$ cat src/rtl/controller_pkg.sv
// Shared state and opcode encodings for the multicycle controller.
package controller_pkg;

  typedef enum logic [3:0] {
    ST_INIT     = 4'd0,
    ST_FETCH    = 4'd1,
    ST_DECODE   = 4'd2,
    ST_LOAD_A   = 4'd3,
    ST_LOAD_B   = 4'd4,
    ST_STORE    = 4'd5,
    ST_ALU      = 4'd6,
    ST_JUMP     = 4'd7,
    ST_BRZ_EVAL = 4'd8,
    ST_HALT     = 4'd9
  } state_e;

  typedef enum logic [3:0] {
    OP_NOOP  = 4'd0,
    OP_LOAD  = 4'd1,
    OP_STORE = 4'd2,
    OP_ADD   = 4'd3,
    OP_SUB   = 4'd4,
    OP_AND   = 4'd5,
    OP_OR    = 4'd6,
    OP_XOR   = 4'd7,
    OP_JMP   = 4'd8,
    OP_BRZ   = 4'd9,
    OP_HALT  = 4'd15
  } opcode_e;

  // ALU select for register-register ops is the opcode offset by two.
  function automatic logic [2:0] alu_sel(input logic [3:0] op);
    logic [3:0] d;
    d = op - 4'd2;
    return d[2:0];
  endfunction

  function automatic logic is_legal_op(input logic [3:0] op);
    case (op)
      OP_NOOP, OP_LOAD, OP_STORE, OP_ADD, OP_SUB, OP_AND, OP_OR, OP_XOR,
      OP_JMP, OP_BRZ, OP_HALT: return 1'b1;
      default:                 return 1'b0;
    endcase
  endfunction

endpackage

$ cat src/rtl/pc_counter.sv
// Program counter: reset vector, parallel load, wrap-around increment.
module pc_counter #(
  parameter int unsigned PC_W = 7
) (
  input  logic            clk,
  input  logic            rst,
  input  logic [PC_W-1:0] reset_vec,
  input  logic            load,
  input  logic [PC_W-1:0] load_val,
  input  logic            inc,
  output logic [PC_W-1:0] pc
);

  // Reset dominates load, load dominates increment; increment wraps naturally.
  always_ff @(posedge clk) begin
    if (rst)       pc <= reset_vec;
    else if (load) pc <= load_val;
    else if (inc)  pc <= pc + 1'b1;
  end

endmodule

$ cat src/rtl/multicycle_controller.sv
// Multicycle instruction controller: fetch/decode/execute FSM driving
// register-file, ALU and data-memory control with registered outputs.
module multicycle_controller
  import controller_pkg::*;
#(
  parameter int unsigned     PC_W      = 7,
  parameter logic [PC_W-1:0] RESET_VEC = '0
) (
  input  logic            Clock,
  input  logic            Reset,
  output logic            IMem_req,
  output logic [PC_W-1:0] IMem_addr,
  input  logic [15:0]     IMem_data,
  input  logic            IMem_valid,
  input  logic            ALU_zero,
  output logic [7:0]      D_addr,
  output logic            D_wr,
  output logic            RF_s,
  output logic [3:0]      RF_W_addr,
  output logic [3:0]      RF_Ra_addr,
  output logic [3:0]      RF_Rb_addr,
  output logic            RF_W_en,
  output logic [2:0]      ALU_s0,
  output logic [PC_W-1:0] PC_out,
  output logic [15:0]     IROut,
  output logic [3:0]      CurrentStateOut,
  output logic [3:0]      NextStateOut,
  output logic            Halted,
  output logic            IllegalOp
);

  state_e          state;
  state_e          next_state;
  logic [15:0]     ir;
  logic [3:0]      opcode;
  logic [PC_W-1:0] pc;
  logic            pc_load;
  logic            pc_inc;

  assign opcode = ir[15:12];

  // Next-state logic; Reset overrides every transition.
  always_comb begin
    next_state = state;
    case (state)
      ST_INIT:  next_state = ST_FETCH;
      ST_FETCH: if (IMem_valid) next_state = ST_DECODE;
      ST_DECODE: begin
        case (opcode)
          OP_NOOP:  next_state = ST_FETCH;
          OP_LOAD:  next_state = ST_LOAD_A;
          OP_STORE: next_state = ST_STORE;
          OP_ADD, OP_SUB, OP_AND, OP_OR, OP_XOR: next_state = ST_ALU;
          OP_JMP:   next_state = ST_JUMP;
          OP_BRZ:   next_state = ST_BRZ_EVAL;
          default:  next_state = ST_HALT;
        endcase
      end
      ST_LOAD_A:   next_state = ST_LOAD_B;
      ST_LOAD_B,
      ST_STORE,
      ST_ALU,
      ST_JUMP,
      ST_BRZ_EVAL: next_state = ST_FETCH;
      ST_HALT:     next_state = ST_HALT;
      default:     next_state = ST_INIT;
    endcase
    if (Reset) next_state = ST_INIT;
  end

  // PC control: increment on accepted fetch, load on jump or taken branch.
  always_comb begin
    pc_inc  = (state == ST_FETCH) && IMem_valid;
    pc_load = (state == ST_JUMP) || ((state == ST_BRZ_EVAL) && ALU_zero);
  end

  pc_counter #(
    .PC_W(PC_W)
  ) u_pc (
    .clk      (Clock),
    .rst      (Reset),
    .reset_vec(RESET_VEC),
    .load     (pc_load),
    .load_val (ir[PC_W-1:0]),
    .inc      (pc_inc),
    .pc       (pc)
  );

  assign IMem_addr       = pc;
  assign PC_out          = pc;
  assign IROut           = ir;
  assign CurrentStateOut = state;
  assign NextStateOut    = next_state;

  // State, IR, sticky flag and outputs. Outputs are decoded from next_state
  // so they are registered yet valid during the state they belong to; IR is
  // already stable whenever a state that uses its fields is being entered.
  always_ff @(posedge Clock) begin
    IMem_req   <= 1'b0;
    D_addr     <= '0;
    D_wr       <= 1'b0;
    RF_s       <= 1'b0;
    RF_W_addr  <= '0;
    RF_Ra_addr <= '0;
    RF_Rb_addr <= '0;
    RF_W_en    <= 1'b0;
    ALU_s0     <= '0;
    Halted     <= 1'b0;
    if (Reset) begin
      state     <= ST_INIT;
      ir        <= '0;
      IllegalOp <= 1'b0;
    end else begin
      state <= next_state;
      if (pc_inc) ir <= IMem_data;
      if ((state == ST_DECODE) && !is_legal_op(opcode)) IllegalOp <= 1'b1;
      case (next_state)
        ST_FETCH: IMem_req <= 1'b1;
        ST_LOAD_A: begin
          D_addr <= ir[11:4];
          RF_s   <= 1'b1;
        end
        ST_LOAD_B: begin
          D_addr    <= ir[11:4];
          RF_s      <= 1'b1;
          RF_W_en   <= 1'b1;
          RF_W_addr <= ir[3:0];
        end
        ST_STORE: begin
          D_addr     <= ir[11:4];
          RF_Ra_addr <= ir[3:0];
          D_wr       <= 1'b1;
        end
        ST_ALU: begin
          RF_Ra_addr <= ir[11:8];
          RF_Rb_addr <= ir[7:4];
          ALU_s0     <= alu_sel(opcode);
          RF_W_en    <= 1'b1;
          RF_W_addr  <= ir[3:0];
        end
        ST_BRZ_EVAL: RF_Ra_addr <= ir[11:8];
        ST_HALT:     Halted <= 1'b1;
        default: ;
      endcase
    end
  end

endmodule
$ cat config.mk
export PLATFORM = sky130hd
export DESIGN_NAME = multicycle_controller
export DESIGN_NICKNAME = d
export VERILOG_FILES = /design/src/rtl/controller_pkg.sv /design/src/rtl/pc_counter.sv /design/src/rtl/multicycle_controller.sv
export SDC_FILE = /design/constraint.sdc
export NUM_CORES = 1
export LEC_CHECK = 0
export ABC_CLOCK_PERIOD_IN_PS = 5100
export BUFFER_PORTS_ARGS = -buffer_cell sky130_fd_sc_hd__buf_2
export CORE_MARGIN = 3
export CORE_UTILIZATION = 40
export DETAILED_ROUTE_END_ITERATION = 12
export GPL_ROUTABILITY_DRIVEN = 0
export PLACE_DENSITY = 0.78
export SLEW_MARGIN = 20
export SYNTH_ARGS = -nofsm -noshare
export SYNTH_HDL_FRONTEND = slang
export SYNTH_SLANG_ARGS = --single-unit
$ cat constraint.sdc
create_clock -name Clock -period 5.1 [get_ports Clock]
set_input_delay 0.255 -clock Clock [delete_from_list [all_inputs] [get_ports Clock]]
set_output_delay 0.255 -clock Clock [all_outputs]
set_load 0.005 [all_outputs]
==> summary.md <==
The region available for standard cell placement spans 0.005991 sq mm. The share of synthesized cell area in full adder, half adder and majority cells works out to 0.4985%. On the critical path, the stage with the largest delay is an instance of sky130_fd_sc_hd__nor3_4. The synthesis warning total is 0, and the number of logic stages on the critical path including buffering is 5. The number of flops mapped to enable cells by yosys was 0. STA classifies the critical path startpoint as a register.

The tightest min-delay check is of the primary input to register type. The I/O pin count came out at 87. The endpoint class of the critical path was a register. The run gives 267 as the number of standard cells after synthesis. For the synthesized net count, the log shows 288.

The clock reaches the later pin of the worst-skew pair after 0.34 ns. Clock-pin slew reported for the worst setup and hold paths after clock tree synthesis: 0.07 ns. Walking the worst path, the cells encountered are nand3b_4 > nor3_4 > o31ai_1 > xor2_1 > or4_1.

The HPWL after detailed placement is 4482 um. In this run the vertical extent of the chip is 85.22 um. The area growth from synthesis to layout was 24.53%; the number of cells on the worst reg-to-reg path was 5.

A synthesized cell averages 9.400 sq um. Data on the critical path is required at its endpoint by 5.31 ns. The synthesized netlist occupies a cell area of 0.002510 sq mm. The tools report the final antenna diode count as 0.

The detailed-route vias per instance was 5.154; the number of violations of the max-capacitance limit was 0. The delay of the slowest critical-path stage was 0.70 ns. Of all nets on the critical path, the largest fanout is 24.

Before antenna repair, the detailed router went through 4 iterations. The detail route stage leaves a number of antenna-violating nets equal to 0. Setup repair after global routing left no endpoint under its margin. For this run, the total global-route usage over all layers was measured as 18.16%. The family with the most delay on the worst path is simple AND/OR/NAND/NOR gates. For the floorplan die area, the log shows 0.007262 sq mm. For the maximum buffer depth of the clock tree, the log shows 2. Counting flops and latches in the post-synthesis netlist gives 61. The hold buffer count at cts was 0. The logs give 2,075 for the via count of the first global-routing pass and 2.553 ns for the pre-CTS setup slack.

The floorplan has 28 rows. Clock tree synthesis found a total of 61 sinks. The power density normalized to cell area is 329.8 mW/mm^2. Routed length per placed instance: 14.87 um.

Data arrives at the worst endpoint at 2.78 ns. For the final routed database, the setup TNS stands at 0 ns. The worst flop-to-flop path startpoint was CurrentStateOut[0]. The worst hold path passes through 3 cells. Setup violations remaining at the end of the flow were counted as 0. The first global-routing pass estimated 10,450 um of wire. Worst slew margin relative to its limit: 38.30%.

The final net count is 364. The main combinational cell family by area after synthesis was simple AND/OR/NAND/NOR gates. The startpoint identified for the worst hold timing path is IMem_data[1]. The pin count of the biggest net entering global routing is 37.

Type of the worst setup path: register to register. For this run, the leading register cell type out of synthesis is sky130_fd_sc_hd__dfxtp_1. From left edge to right edge, the die measures 85.22 um. Summing the areas of all compound-gate instances in the mapped netlist gives 13.46% of the synthesized area.

The final layout contains routed wiring with a total length of 6290 um. The part of the cycle the worst path needs was 50.51%; the maximum clock frequency was 388.2 MHz. The fraction of synthesis flops using an asynchronous set or reset pin was 0%; the final count of pins violating max slew was 0.

Across the VDD grid, the largest voltage drop is 0.0001981 V. The clock skew was 0.009170 ns. The number of antenna violations at the first check in global routing is 0, and the number of input and output port buffers inserted is 86.

The run gives 0 as the leftover overflow at the end of global routing. Summing the areas of all xor and xnor instances in the mapped netlist gives 1.745% of the synthesized area. The number of DRC markers in iteration 0 was 164; the setup slack after layout was 2.524 ns.

TritonCTS built the clock tree. The flow ran to the end, and the final reports show no timing, DRC or antenna violations. Sequential elements use 48.65% of the synthesized area.

The portion of synthesized area spent on multiplexers is 1.446%. Buffers inserted during clock tree synthesis total 9. In this run the post-CTS setup repair buffer count came out at 0.

The logs give 3 for the number of H-tree levels and 55 for the unique cell type count in the Yosys netlist. In this run the worst setup path begins at CurrentStateOut[0]. The buffers plus inverters on the worst setup path was 0; the count of unresolved DRC violations after routing was 0. Post-CTS repair changed the size of 0 cells. For the pin with the worst max-slew slack, the measured transition is 0.9212 ns. The routed layout has 2,180 vias. The minimum clock period is 2.576 ns, and the final design utilization is 52.17%. The tools report the count of endpoints failing hold in the final timing report as 0. The root buffer cell chosen for the clock tree is sky130_fd_sc_hd__clkbuf_8.

The initial utilization of the core area, before any placement, comes to 41.90%. The analysis attributes to cell leakage a power of 1.433 nW. The fraction of layout instances using a drive strength above 1 works out to 36.21%. Summing the areas of all and, or, nand and nor instances in the mapped netlist gives 29.31% of the synthesized area.
## synthesized netlist by cell type (2+ instances only)
master,instances,area [sq um]
sky130_fd_sc_hd__or4_1,2,15.01
sky130_fd_sc_hd__nand4_1,6,37.54
sky130_fd_sc_hd__dfxtp_1,61,1221
sky130_fd_sc_hd__nand3b_1,2,15.01
sky130_fd_sc_hd__nor2b_1,2,12.51
sky130_fd_sc_hd__nand4b_1,3,26.28
sky130_fd_sc_hd__nor2_1,19,71.32
sky130_fd_sc_hd__clkbuf_1,7,26.28
sky130_fd_sc_hd__buf_4,9,67.56
sky130_fd_sc_hd__o31ai_2,2,25.02
sky130_fd_sc_hd__a31oi_1,3,18.77
sky130_fd_sc_hd__nand2_1,47,176.4
sky130_fd_sc_hd__nor3b_2,8,100.1
sky130_fd_sc_hd__o211ai_1,3,22.52
sky130_fd_sc_hd__and2_1,8,50.05
sky130_fd_sc_hd__nor3_1,4,20.02
sky130_fd_sc_hd__a21oi_1,20,100.1
sky130_fd_sc_hd__xor2_1,5,43.79
sky130_fd_sc_hd__buf_2,5,25.02
sky130_fd_sc_hd__and3_1,6,37.54
sky130_fd_sc_hd__a211oi_1,4,30.03
sky130_fd_sc_hd__nand3_1,5,25.02
sky130_fd_sc_hd__o21ai_0,4,20.02
## worst paths after layout
kind | endpoint | slack [ns]
worst max-delay path | register | 2.52
worst min-delay path | IROut[1] | 0.15
worst max register to register | register | 2.52
worst min register to register | IllegalOp | 0.48
## layer usage
metal | GRT usage [%] | part of all wire [%] | vias to the layer above
li1 | - | - | 1086
met3 | 4.272 | 8.1 | 8
met1 | 24.98 | 45 | 989
met2 | 27.12 | 46 | 97
met4 | 8.058 | 1.6 | 0
met5 | 0 | 0 | -
## cell type report
type                    count  area [sq um]
clock buffers              11         151.4
clock inverters             5         58.81
fillers                   552          2865
inverters                   1         3.754
multi-input cells         184          1166
flip-flops and latches     61          1221
well taps                  75         93.84
repair buffers             86         430.4
## state kept, by name, summed over array words and instances, names as in the netlist, named ones only
signal / cells
ALU_s0: 3
D_wr: 1
u_pc.pc: 7
IROut: 16
IllegalOp: 1
Halted: 1
RF_Rb_addr: 4
D_addr: 8
IMem_req: 1
CurrentStateOut: 4
RF_s: 1
RF_W_addr: 4
RF_W_en: 1
RF_Ra_addr: 4
## report_power, final
group / internal, mW / switching [mW] / total [mW]
Sequential: 0.489 / 0.0161 / 0.505
Combinational: 0.0338 / 0.0453 / 0.0791
Clock: 0.252 / 0.194 / 0.446
Total: 0.775 / 0.256 / 1.03
## stage by stage
step / cell area, sq um / total power, mW / hold slack, ns / cells
after floorplan: 2510 / 0.5631 / 0.3910 / 267
after global placement: 2915 / 0.5930 / 0.4576 / 407
after detailed placement: 2915 / 0.5950 / 0.4677 / 407
after CTS: 3126 / 1.036 / 0.1460 / 423
after global routing: 3126 / 1.072 / 0.1566 / 423
final: 3126 / 1.031 / 0.1538 / 423
## worst reg2reg max path: cells and delay by family, from the launching register on
kind,cells,cell delay [ns]
AOI/OAI and AO/OA,1,0.24
and+or+nand+nor,3,1.38
xor gates and xnor gates,1,0.20
DFF,1,0.62
## logic make-up (layout without fill, tap and decap cells)
logic type,count (synthesis),in the layout
simple gates,126,126
flops,61,61
buf+inv,22,103
xor+xnor,5,5
fa+ha+maj,1,1
compound gates,49,49
mux,3,3
## cell usage in the layout, fill, tap and decap left out, types with 4 or more instances in the layout
| cell | n |
|---|---|
| sky130_fd_sc_hd__a211oi_1 | 4 |
| sky130_fd_sc_hd__a21oi_1 | 20 |
| sky130_fd_sc_hd__nor3_1 | 4 |
| sky130_fd_sc_hd__nor3b_2 | 8 |
| sky130_fd_sc_hd__nand2_1 | 47 |
| sky130_fd_sc_hd__nand4_1 | 6 |
| sky130_fd_sc_hd__nor2_1 | 19 |
| sky130_fd_sc_hd__clkbuf_8 | 11 |
| sky130_fd_sc_hd__o21ai_0 | 4 |
| sky130_fd_sc_hd__nand3_1 | 5 |
| sky130_fd_sc_hd__xor2_1 | 5 |
| sky130_fd_sc_hd__and2_1 | 8 |
| sky130_fd_sc_hd__and3_1 | 6 |
| sky130_fd_sc_hd__dfxtp_1 | 61 |
| sky130_fd_sc_hd__buf_2 | 86 |
Note: power is estimated with default switching activity, not from simulation.
